<file path="src/rtl/button_conditioner_pkg.sv">
// Shared button indices and default timing for the button conditioner.
// Timing defaults are derived from the 25 MHz pixel clock.
package button_conditioner_pkg;

    localparam int BTN_RIGHT = 0;
    localparam int BTN_LEFT  = 1;
    localparam int BTN_DROP  = 2;
    localparam int NUM_BTNS  = 3;

    localparam int CLK_HZ           = 25_000_000;
    localparam int DEBOUNCE_MS      = 10;
    localparam int REPEAT_DELAY_MS  = 500;
    localparam int REPEAT_PERIOD_MS = 150;

    function automatic int ms_to_cycles(input int ms);
        return (CLK_HZ / 1000) * ms;
    endfunction

    localparam int DEFAULT_DEBOUNCE_CYCLES = ms_to_cycles(DEBOUNCE_MS);
    localparam int DEFAULT_REPEAT_DELAY    = ms_to_cycles(REPEAT_DELAY_MS);
    localparam int DEFAULT_REPEAT_PERIOD   = ms_to_cycles(REPEAT_PERIOD_MS);

endpackage

</file>
<file path="src/rtl/button_conditioner_debounce_channel.sv">
// One button channel: 2-FF synchroniser, counter debounce, stable level and
// a single-cycle registered pulse on each accepted press.
module debounce_channel
    import button_conditioner_pkg::*;
#(
    parameter int DEBOUNCE_CYCLES = DEFAULT_DEBOUNCE_CYCLES
) (
    input  logic clk,
    input  logic rst,
    input  logic raw,
    output logic stable,
    output logic press
);

    localparam int             CNT_W    = $clog2(DEBOUNCE_CYCLES);
    localparam logic [CNT_W-1:0] CNT_LAST = CNT_W'(DEBOUNCE_CYCLES - 1);

    logic             sync1_q, sync2_q;
    logic             stable_q, stable_d;
    logic             stable_prev_q;
    logic             press_q, press_d;
    logic [CNT_W-1:0] cnt_q, cnt_d;

    // Any agreement between the synchronised level and the stable level
    // throws away the progress made so far.
    always_comb begin
        cnt_d    = '0;
        stable_d = stable_q;
        if (sync2_q != stable_q) begin
            if (cnt_q == CNT_LAST) begin
                stable_d = sync2_q;
            end else begin
                cnt_d = cnt_q + 1'b1;
            end
        end
        press_d = stable_q & ~stable_prev_q;
    end

    always_ff @(posedge clk or posedge rst) begin
        if (rst) begin
            sync1_q       <= 1'b0;
            sync2_q       <= 1'b0;
            stable_q      <= 1'b0;
            stable_prev_q <= 1'b0;
            cnt_q         <= '0;
            press_q       <= 1'b0;
        end else begin
            sync1_q       <= raw;
            sync2_q       <= sync1_q;
            stable_q      <= stable_d;
            stable_prev_q <= stable_q;
            cnt_q         <= cnt_d;
            press_q       <= press_d;
        end
    end

    assign stable = stable_q;
    assign press  = press_q;

endmodule

</file>
<file path="src/rtl/button_conditioner.sv">
// Three debounced buttons to one-cycle move/drop commands with conflict
// resolution. Define AUTO_REPEAT_EN to add auto-repeat on the move buttons.
module button_conditioner
    import button_conditioner_pkg::*;
#(
`ifdef AUTO_REPEAT_EN
    parameter int REPEAT_DELAY    = DEFAULT_REPEAT_DELAY,
    parameter int REPEAT_PERIOD   = DEFAULT_REPEAT_PERIOD,
`endif
    parameter int DEBOUNCE_CYCLES = DEFAULT_DEBOUNCE_CYCLES
) (
    input  logic       clk_25MHz,
    input  logic       rst,
    input  logic       btn_right_raw,
    input  logic       btn_left_raw,
    input  logic       btn_drop_raw,
    output logic       move_right,
    output logic       move_left,
    output logic       drop_piece,
    output logic [2:0] btn_state
);

    logic [NUM_BTNS-1:0] raw_in;
    logic [NUM_BTNS-1:0] stable;
    logic [NUM_BTNS-1:0] press;
    logic [NUM_BTNS-1:0] rep_pulse;
    logic [NUM_BTNS-1:0] raw_pulse;
    logic                move_right_q, move_right_d;
    logic                move_left_q, move_left_d;
    logic                drop_piece_q, drop_piece_d;

    assign raw_in = {btn_drop_raw, btn_left_raw, btn_right_raw};

    genvar gi;
    for (gi = 0; gi < NUM_BTNS; gi++) begin : g_chan
        debounce_channel #(
            .DEBOUNCE_CYCLES(DEBOUNCE_CYCLES)
        ) u_chan (
            .clk    (clk_25MHz),
            .rst    (rst),
            .raw    (raw_in[gi]),
            .stable (stable[gi]),
            .press  (press[gi])
        );
    end

`ifdef AUTO_REPEAT_EN
    localparam int RCW = $clog2(REPEAT_DELAY + 1);

    for (gi = 0; gi < NUM_BTNS; gi++) begin : g_repeat
        if (gi == BTN_DROP) begin : g_none
            assign rep_pulse[gi] = 1'b0;
        end else begin : g_move
            logic [RCW-1:0] rep_cnt_q, rep_cnt_d;
            logic           rep_q, rep_d;

            // Counter holds cycles elapsed since the press pulse, so it restarts
            // at 1; after each repeat it is rewound by one period.
            always_comb begin
                rep_cnt_d = '0;
                rep_d     = 1'b0;
                if (press[gi]) begin
                    rep_cnt_d = RCW'(1);
                end else if (stable[gi]) begin
                    if (rep_cnt_q == RCW'(REPEAT_DELAY - 1)) begin
                        rep_d     = 1'b1;
                        rep_cnt_d = RCW'(REPEAT_DELAY - REPEAT_PERIOD);
                    end else begin
                        rep_cnt_d = rep_cnt_q + 1'b1;
                    end
                end
            end

            always_ff @(posedge clk_25MHz or posedge rst) begin
                if (rst) begin
                    rep_cnt_q <= '0;
                    rep_q     <= 1'b0;
                end else begin
                    rep_cnt_q <= rep_cnt_d;
                    rep_q     <= rep_d;
                end
            end

            assign rep_pulse[gi] = rep_q;
        end
    end
`else
    assign rep_pulse = '0;
`endif

    // Drop wins outright; opposing moves in the same cycle cancel.
    always_comb begin
        raw_pulse    = press | rep_pulse;
        drop_piece_d = raw_pulse[BTN_DROP];
        move_right_d = raw_pulse[BTN_RIGHT] & ~raw_pulse[BTN_LEFT] & ~raw_pulse[BTN_DROP];
        move_left_d  = raw_pulse[BTN_LEFT] & ~raw_pulse[BTN_RIGHT] & ~raw_pulse[BTN_DROP];
    end

    always_ff @(posedge clk_25MHz or posedge rst) begin
        if (rst) begin
            move_right_q <= 1'b0;
            move_left_q  <= 1'b0;
            drop_piece_q <= 1'b0;
        end else begin
            move_right_q <= move_right_d;
            move_left_q  <= move_left_d;
            drop_piece_q <= drop_piece_d;
        end
    end

    assign move_right = move_right_q;
    assign move_left  = move_left_q;
    assign drop_piece = drop_piece_q;
    assign btn_state  = stable;

endmodule

</file>
<file path="config.mk">
export PLATFORM = sky130hd
export DESIGN_NAME = button_conditioner
export DESIGN_NICKNAME = d
export VERILOG_FILES = /design/src/rtl/button_conditioner_pkg.sv /design/src/rtl/button_conditioner_debounce_channel.sv /design/src/rtl/button_conditioner.sv
export SDC_FILE = /design/constraint.sdc
export NUM_CORES = 1
export LEC_CHECK = 0
export CELL_PAD_IN_SITES_DETAIL_PLACEMENT = 1
export CELL_PAD_IN_SITES_GLOBAL_PLACEMENT = 2
export CORE_ASPECT_RATIO = 0.7
export CORE_MARGIN = 5
export CORE_UTILIZATION = 40
export DETAILED_ROUTE_END_ITERATION = 10
export GPL_ROUTABILITY_DRIVEN = 1
export PLACE_DENSITY = 0.85
export SLEW_MARGIN = 20
export SYNTH_ARGS = -nofsm -noshare
export SYNTH_HDL_FRONTEND = slang
export SYNTH_SLANG_ARGS = --single-unit
</file>
<file path="constraint.sdc">
create_clock -name clk_25MHz -period 2.6 [get_ports clk_25MHz]
set_clock_uncertainty 0.1 [all_clocks]
set_input_delay 0.39 -clock clk_25MHz [delete_from_list [all_inputs] [get_ports clk_25MHz]]
set_output_delay 0.39 -clock clk_25MHz [all_outputs]
set_load 0.005 [all_outputs]
</file>
## After elaboration in Yosys (flattened, before gate mapping)

Index checks and enable logic that the tools add are counted.

| word-level totals | value |
|---|---|
| register bits after elaboration | 72 |
| input port bits | 5 |
| output and inout bits | 6 |
| word-level logic and storage cells | 52 |

| operators by class | value |
|---|---|
| add/subtract/negate cells | 3 |
| equality and inequality tests | 6 |
| mux-type cells | 6 |
| bitwise operators | 13 |
| reduce and logical (&&, ||, !) cells | 3 |

Operators by type and width:

| kind | number |
|---|---|
| $mux 18 | 6 |
| $add 18x1->18 const B | 3 |
| $eq 18x18->1 const B | 3 |
| $and 1x1->1 | 7 |
| $not 1->1 | 6 |
| $reduce_and 2->1 | 3 |
| $ne 1x1->1 | 3 |

## Logic depth before layout (Yosys ltp)

Gate-level depths: netlist of the first run.

| logic depth | value |
|---|---|
| depth in word-level cells | 3 |
| gate-level depth with buffers | 6 |
| depth with buffers taken out | 5 |

## Modules after synthesis

From an unflattened synthesis of the first run, not the netlist that was laid out.

| second synthesis, totals | value |
|---|---|
| cells, all modules | 327 |
| area, all modules | 3430.8 µm² |

Modules (own cells, without submodules):

| module | instances | cells each | area an instance (µm²) | seq. area each (µm²) |
|---|---|---|---|---|
| debounce_channel | 3 | 107 | 1112.3 | 575.6 |
| button_conditioner | 1 | 6 | 93.8 | 75.1 |

## Worst setup path after synthesis of the first run

No wires, ideal clock.

| timing | value |
|---|---|
| kind | reg2reg |
| start | register g_chan[1].u_chan.cnt_q[13] |
| end | register g_chan[1].u_chan.stable_q |
| library setup time | 125 ps |
| arrival | 1873 ps |
| required time | 2375 ps |
| slack | 502 ps |
| cell stages (with the launch flop) | 5 |
| path buffers | 0 |
| period minus slack after synthesis | 2098 ps |
| cells stage by stage | dfrtp_1 > or4b_1 > or4_4 > nor2_1 > mux2_2 |

| between the ends | value |
|---|---|
| longest elaborated chain between the ends | 2 |

RTL lines:

| element | line | text |
|---|---|---|
| start: declaration | button_conditioner_debounce_channel.sv:22 | `logic [CNT_W-1:0] cnt_q, cnt_d;` |
| start signal: assignment | button_conditioner_debounce_channel.sv:52 | `cnt_q <= cnt_d;` |
| $eq 18x18->1 | button_conditioner_debounce_channel.sv:30 | `if (cnt_q == CNT_LAST) begin` |
| $reduce_and 2->1 (no source line) | -- |  |
| end signal: assignment | button_conditioner_debounce_channel.sv:50 | `stable_q <= stable_d;` |
| end: declaration | button_conditioner_debounce_channel.sv:19 | `logic stable_q, stable_d;` |

No other way between the ends.
A chain may end at the register's enable or synchronous reset.

## Final worst setup path of the first run

| timing | value |
|---|---|
| start | register g_chan[1].u_chan.cnt_q[13] |
| end | register g_chan[1].u_chan.cnt_q[12] |

| between the ends | value |
|---|---|
| longest elaborated chain between the ends | 3 |

RTL lines:

| element | line | text |
|---|---|---|
| $eq 18x18->1 | button_conditioner_debounce_channel.sv:30 |  |
| $mux 18 | button_conditioner_debounce_channel.sv:30 |  |
| $mux 18 | button_conditioner_debounce_channel.sv:29 | `if (sync2_q != stable_q) begin` |
| net g_chan[1].u_chan.cnt_d[12] | button_conditioner_debounce_channel.sv:22 |  |

The timed path passes the listed nets, and every way through them passes these cells.

==> results.yml, run 1 <==
critical_path:
  cp_slowest_cell: "or4_4"
  start_kind: "flip-flop"
  crit_path_max_fanout: 18
  critical-path-max-stage-delay_ns: 0.55
  worstPathRequired_ns: 2.70
  crit_chain: "or4b_1, or4_4, o21ai_4, nor2_1"
  arrival_ns: 2.42
  critical_path_class: "reg2reg"
  crit_path_end_kind: "flip-flop"
  crit_buf_inv: 0
  path_delay_family: "simple AND/OR/NAND/NOR gates"
drt:
  routed.top_layer: "met4"
  drc: 0
  wl_met2_um: 3070
  wire_per_inst_um: 15.8
  wl_met1_um: 3500
  via_per_inst: 5.28
  first_pass_iters: 4
  drt_iter0_drc: 93
  wl_met3_um: 193
  vias: 2295
  wl_um: 6860
  ant_nets: 0
sta:
  setup_ws_ns: 0.277
  slew_headroom: 0.661
  fmax_mhz: 431
  rsz0062_at_grt: "false"
  slew_viol_final: 0
  final.setup.tns_ns: 0
  hold_violations: 0
  fin_crit_sh: 0.893
  hold_ws_ns: 0.249
  worstMarginPinSlew_ns: 0.507
  post-route-min-period_ns: 2.32
  finalSetupViolCount: 0
finish:
  final_common_cell: "dfrtp_1"
  drive_above_1_share: 0.0868
  nets: 338
  postLayoutCellArea_sq_um: 3800
  syn_to_final_growth_pct: 16.8
  most-common-layout-cells: "72 x dfrtp_1, 61 x nor2_1, 33 x xnor2_1, 18 x nand4_1, 16 x nand3_1"
  n_antenna_cell: 0
global_route:
  grt.total_usage: 0.149
  overflow: 0
  grt_max_degree: 52
  grt_pass1_vias: 2376
  antenna_found_initial: 0
  grt_pass1_wl_um: 12000
floorplan:
  die-height_um: 85.5
  die_w_um: 118
  row_count: 27
  dieArea_sq_um: 10100
  ios: 11
  start_util: 0.412
  core_area_sq_um: 7910
power_and_ir_drop:
  power_per_cell_area_nw_per_um2: 672
  ir_worst_vdd_mv: 0.493
  p_leak_nw: 1.55
  total_power_mw: 2.56
synthesis:
  mappedNetlistArea_sq_um: 3260
  yosysTopAreaCell: "dfrtp_1"
  ys_ff_latch: 72
  ys_seq_area_frac: 0.553
  synth.avg_cell_area_sq_um: 10.5
  synthDistinctLibCells: 37
  yosys-top-cells-area: "dfrtp_1 55%, xnor2_1 8.9%, nor2_1 7.0%"
  synth_fp_nets: 319
  synth_cells: 311
  synth_top_area_frac: 0.553
  ys_warn_count: 0
placement:
  dp_hpwl_um: 4520
  gp_congestion: 0.787
  port_buffers: 10
  place_ws_ns: 0.271
  postPlaceCellArea_sq_um: 3480
cts:
  cts_num_sinks: 72
  post-cts-setup-buffers: 0
  cts_hold_buffers: 0
  cts_buffers: 9
  clk_latency_ns: 0.34
  cts_tree: "built"
  root_buffer: "clkbuf_16"
  cts.htree.levels: 3
  clk_pin_slew_ns: 0.06
  cts_resized: 0
  cts.path.max_buffers: 2
status:
  outcome: "finished, final reports clean"
run:
  drv_cap: 0
worst_hold_path:
  hp-class: "reg2reg"
-- layout make-up --
class | instances | area (sq um)
clock buffer | 12 | 256
fill | 891 | 4100
inverter | 9 | 33.8
timing repair buffer | 15 | 150
tap | 101 | 126
multi-input combinational | 223 | 1370
sequential | 72 | 1800
clock inverter | 3 | 65.1
-- cell families (layout without fill, tap and decap cells) --
group           after synthesis  in the layout  share of synthesized area
fa+ha+maj                     3              3                     0.0115
compound gates               13             13                     0.0277
xor+xnor                     46             46                      0.124
simple gates                158            158                      0.248
buf+inv                      16             39                     0.0257
flops                        72             72                      0.553
mux                           3              3                     0.0104
-- sequential cells by signal (all words and copies together) (netlist names) --
register	flops
drop_piece	1
g_chan.u_chan.cnt_q	54
g_chan.u_chan.press	3
g_chan.u_chan.stable	3
g_chan.u_chan.stable_prev_q	3
g_chan.u_chan.sync1_q	3
g_chan.u_chan.sync2_q	3
move_left	1
move_right	1
-- cells in the mapped netlist --
| library cell | number |
|---|---|
| nor4bb_1 | 1 |
| o21ai_0 | 4 |
| xnor2_1 | 33 |
| and4_1 | 2 |
| nor2_1 | 61 |
| or4b_1 | 1 |
| nand4_1 | 18 |
| nor2b_1 | 3 |
| inv_1 | 9 |
| or2_2 | 1 |
| o21ai_1 | 1 |
| nor4b_1 | 1 |
| ha_1 | 3 |
| nor3_1 | 10 |
| buf_6 | 1 |
| nand2b_1 | 1 |
| or4_4 | 1 |
| o21ai_4 | 1 |
| buf_4 | 4 |
| or3_2 | 1 |
| nand2_1 | 13 |
| or3_1 | 4 |
| and3_1 | 3 |
| o41ai_2 | 1 |
| a21oi_1 | 5 |
| nand4_2 | 1 |
| clkbuf_2 | 1 |
| nand3b_1 | 1 |
| o31ai_1 | 1 |
| xor2_1 | 13 |
| mux2_2 | 3 |
| or4_1 | 4 |
| nor4_1 | 13 |
| nand3_1 | 16 |
| dfrtp_1 | 72 |
| nor3b_1 | 2 |
| clkbuf_1 | 1 |
-- metrics by stage --
stage | util | std cells
3_3_place_gp | 0.441 | 420
6_report | 0.481 | 435
2_1_floorplan | - | 311
4_1_cts | 0.481 | 435
3_5_place_dp | 0.441 | 420
5_1_grt | 0.481 | 435
-- where the power goes --
group / leakage, nW / total [mW] / internal, mW / switching (mW)
clock: 0.159 / 1.33 / 0.885 / 0.446
combinational: 0.404 / 0.0721 / 0.0245 / 0.0476
sequential: 0.985 / 1.15 / 1.14 / 0.0164
total: 1.55 / 2.56 / 2.05 / 0.510
-- path summary, 6_finish.rpt --
kind / from / endpoint / slack (ns) / depth (start not counted)
max in group asynchronous: rst / g_chan[0].u_chan.cnt_q[2] / 1.46 / 3
max: g_chan[1].u_chan.cnt_q[13] / g_chan[1].u_chan.cnt_q[12] / 0.28 / 4
min: g_chan[2].u_chan.sync1_q / g_chan[2].u_chan.sync2_q / 0.25 / 0
min in group asynchronous: rst / g_chan[1].u_chan.cnt_q[10] / 0.31 / 2
min reg2reg: g_chan[2].u_chan.sync1_q / g_chan[2].u_chan.sync2_q / 0.25 / 0
max reg2reg: g_chan[1].u_chan.cnt_q[13] / g_chan[1].u_chan.cnt_q[12] / 0.28 / 4
-- metal layers --
layer	vias to the layer above	global-route usage
li1	1118	-
met1	1152	0.206
met2	17	0.225
met3	8	0.0481
met4	0	0.0406
met5	-	0
Note: power is estimated with default switching activity, not from simulation.
==> inputs of run 2 (changes only) <==
- CORE_UTILIZATION: 40 -> 42
- CTS_BUF_LIST: default -> sky130_fd_sc_hd__clkbuf_4
- PLACE_DENSITY: 0.85 -> 0.88
==> results.yml, run 2 (synthesized netlist as in run 1, its figures left out) <==
drt:
  wire_per_inst_um: 15.3
  drt_iter0_drc: 120
  drc: 0
  ant_nets: 0
  vias: 2320
  via_per_inst: 5.41
  wl_um: 6550
  first_pass_iters: 4
sta:
  hold_violations: 0
  final.setup.tns_ns: 0
  post-route-min-period_ns: 2.28
  fmax_mhz: 439
  finalSetupViolCount: 0
  fin_crit_sh: 0.876
  worstMarginPinSlew_ns: 0.512
  rsz0062_at_grt: "false"
  slew_viol_final: 0
  setup_ws_ns: 0.322
  hold_ws_ns: 0.258
  slew_headroom: 0.658
placement:
  postPlaceCellArea_sq_um: 3480
  gp_congestion: 0.806
  place_ws_ns: 0.317
  port_buffers: 10
  dp_hpwl_um: 4550
  dpl.cell_count: 417
cts:
  post-cts-setup-buffers: 0
  cts.path.max_buffers: 2
  cts_buffers: 9
  clk_latency_ns: 0.40
  cts.htree.levels: 3
  cts_resized: 0
  clk_pin_slew_ns: 0.10
  root_buffer: "clkbuf_4"
  cts_hold_buffers: 0
  cts_num_sinks: 72
  cts_tree: "built"
power_and_ir_drop:
  combPwrFrac: 0.040
  total_power_mw: 1.76
  switchingPower_uw: 417
  power_per_cell_area_nw_per_um2: 494
  p_leak_nw: 1.44
  intPower_mw: 1.34
  power_frac_seq: 0.654
  swShare: 0.237
  ir_worst_vdd_mv: 0.277
  pwr-share-clk: 0.306
finish:
  max_flop_register: "g_chan.u_chan.cnt_q"
  fin_cells: 429
  postLayoutCellArea_sq_um: 3570
  drive_above_1_share: 0.0785
  nets: 338
  syn_to_final_growth_pct: 9.49
  final_common_cell: "dfrtp_1"
  finish.utilization: 0.481
  n_antenna_cell: 0
  largest_register_ff_count: 54
  most-common-layout-cells: "72 x dfrtp_1, 61 x nor2_1, 33 x xnor2_1, 18 x nand4_1, 16 x nand3_1"
critical_path:
  arrival_ns: 2.43
  crit_path_end_kind: "flip-flop"
  crit_path_max_fanout: 18
  worstPathRequired_ns: 2.75
  critical_path_class: "reg2reg"
  start_kind: "flip-flop"
global_route:
  grt_max_degree: 73
  overflow: 0
  grt.total_usage: 0.151
  grt_pass1_wl_um: 11500
  antenna_found_initial: 0
  grt_pass1_vias: 2425
worst_hold_path:
  hp-class: "reg2reg"
floorplan:
  core_area_sq_um: 7420
  start_util: 0.439
  ios: 11
  die-height_um: 83.7
  row_count: 26
  dieArea_sq_um: 9640
  die_w_um: 115
run:
  drv_cap: 0
status:
  outcome: "finished, final reports clean"
-- run 2: changes by cell type in the layout (fill, tap and decap cells not counted), moves of 2 or more --
cell / previous run / this run
clkbuf_4: 0 / 10
bufinv_16: 2 / 0
clkbuf_8: 2 / 0
clkbuf_16: 9 / 0
-- run 2: final timing paths --
path                                       startpoint                          to  slack [ns]  depth (start not counted)
max reg2reg                g_chan[1].u_chan.cnt_q[13]  g_chan[1].u_chan.cnt_q[16]        0.32                          4
min in group asynchronous                         rst    g_chan[1].u_chan.sync1_q        0.28                          3
max in group asynchronous                         rst   g_chan[2].u_chan.cnt_q[2]        1.81                          3
max                        g_chan[1].u_chan.cnt_q[13]  g_chan[1].u_chan.cnt_q[16]        0.32                          4
min                          g_chan[2].u_chan.sync1_q    g_chan[2].u_chan.sync2_q        0.26                          0
min reg2reg                  g_chan[2].u_chan.sync1_q    g_chan[2].u_chan.sync2_q        0.26                          0
-- run 2: layer usage --
layer | global-route usage | part of all wire
met5 | 0 | 0
met1 | 0.200 | 0.50
met3 | 0.0449 | 0.024
met2 | 0.235 | 0.47
met4 | 0.0480 | 0.010
-- run 2: area by class of cell --
| cell class | instances | area [sq um] |
|---|---|---|
| Clock buffer | 10 | 75.1 |
| Clock inverter | 2 | 11.3 |
| Fill cell | 826 | 3850 |
| Inverter | 9 | 33.8 |
| Multi-Input combinational cell | 223 | 1370 |
| Sequential cell | 72 | 1800 |
| Tap cell | 98 | 123 |
| Timing Repair Buffer | 15 | 150 |
-- run 2: critical path, cell delays in order (launching register included) --
cell     delay [ns]
dfrtp_1        0.44
or4b_1         0.53
or4_4          0.55
o21ai_4        0.44
nor2_1         0.10
-- run 2: power groups by stage --
stage	Sequential [mW]	Clock, mW	Combinational, mW
global placement	1.17	0	0.0721
detailed placement	1.17	0	0.0738
CTS	1.15	0.573	0.0748
global route	1.15	0.615	0.0841
floorplan	1.17	0	0.0494
finish	1.15	0.538	0.0712
==> inputs of run 3 (changes only) <==
- CAP_MARGIN: default -> 20
==> results of run 3 <==
No change in the layout: final DEF, timing and power equal those of run 2.
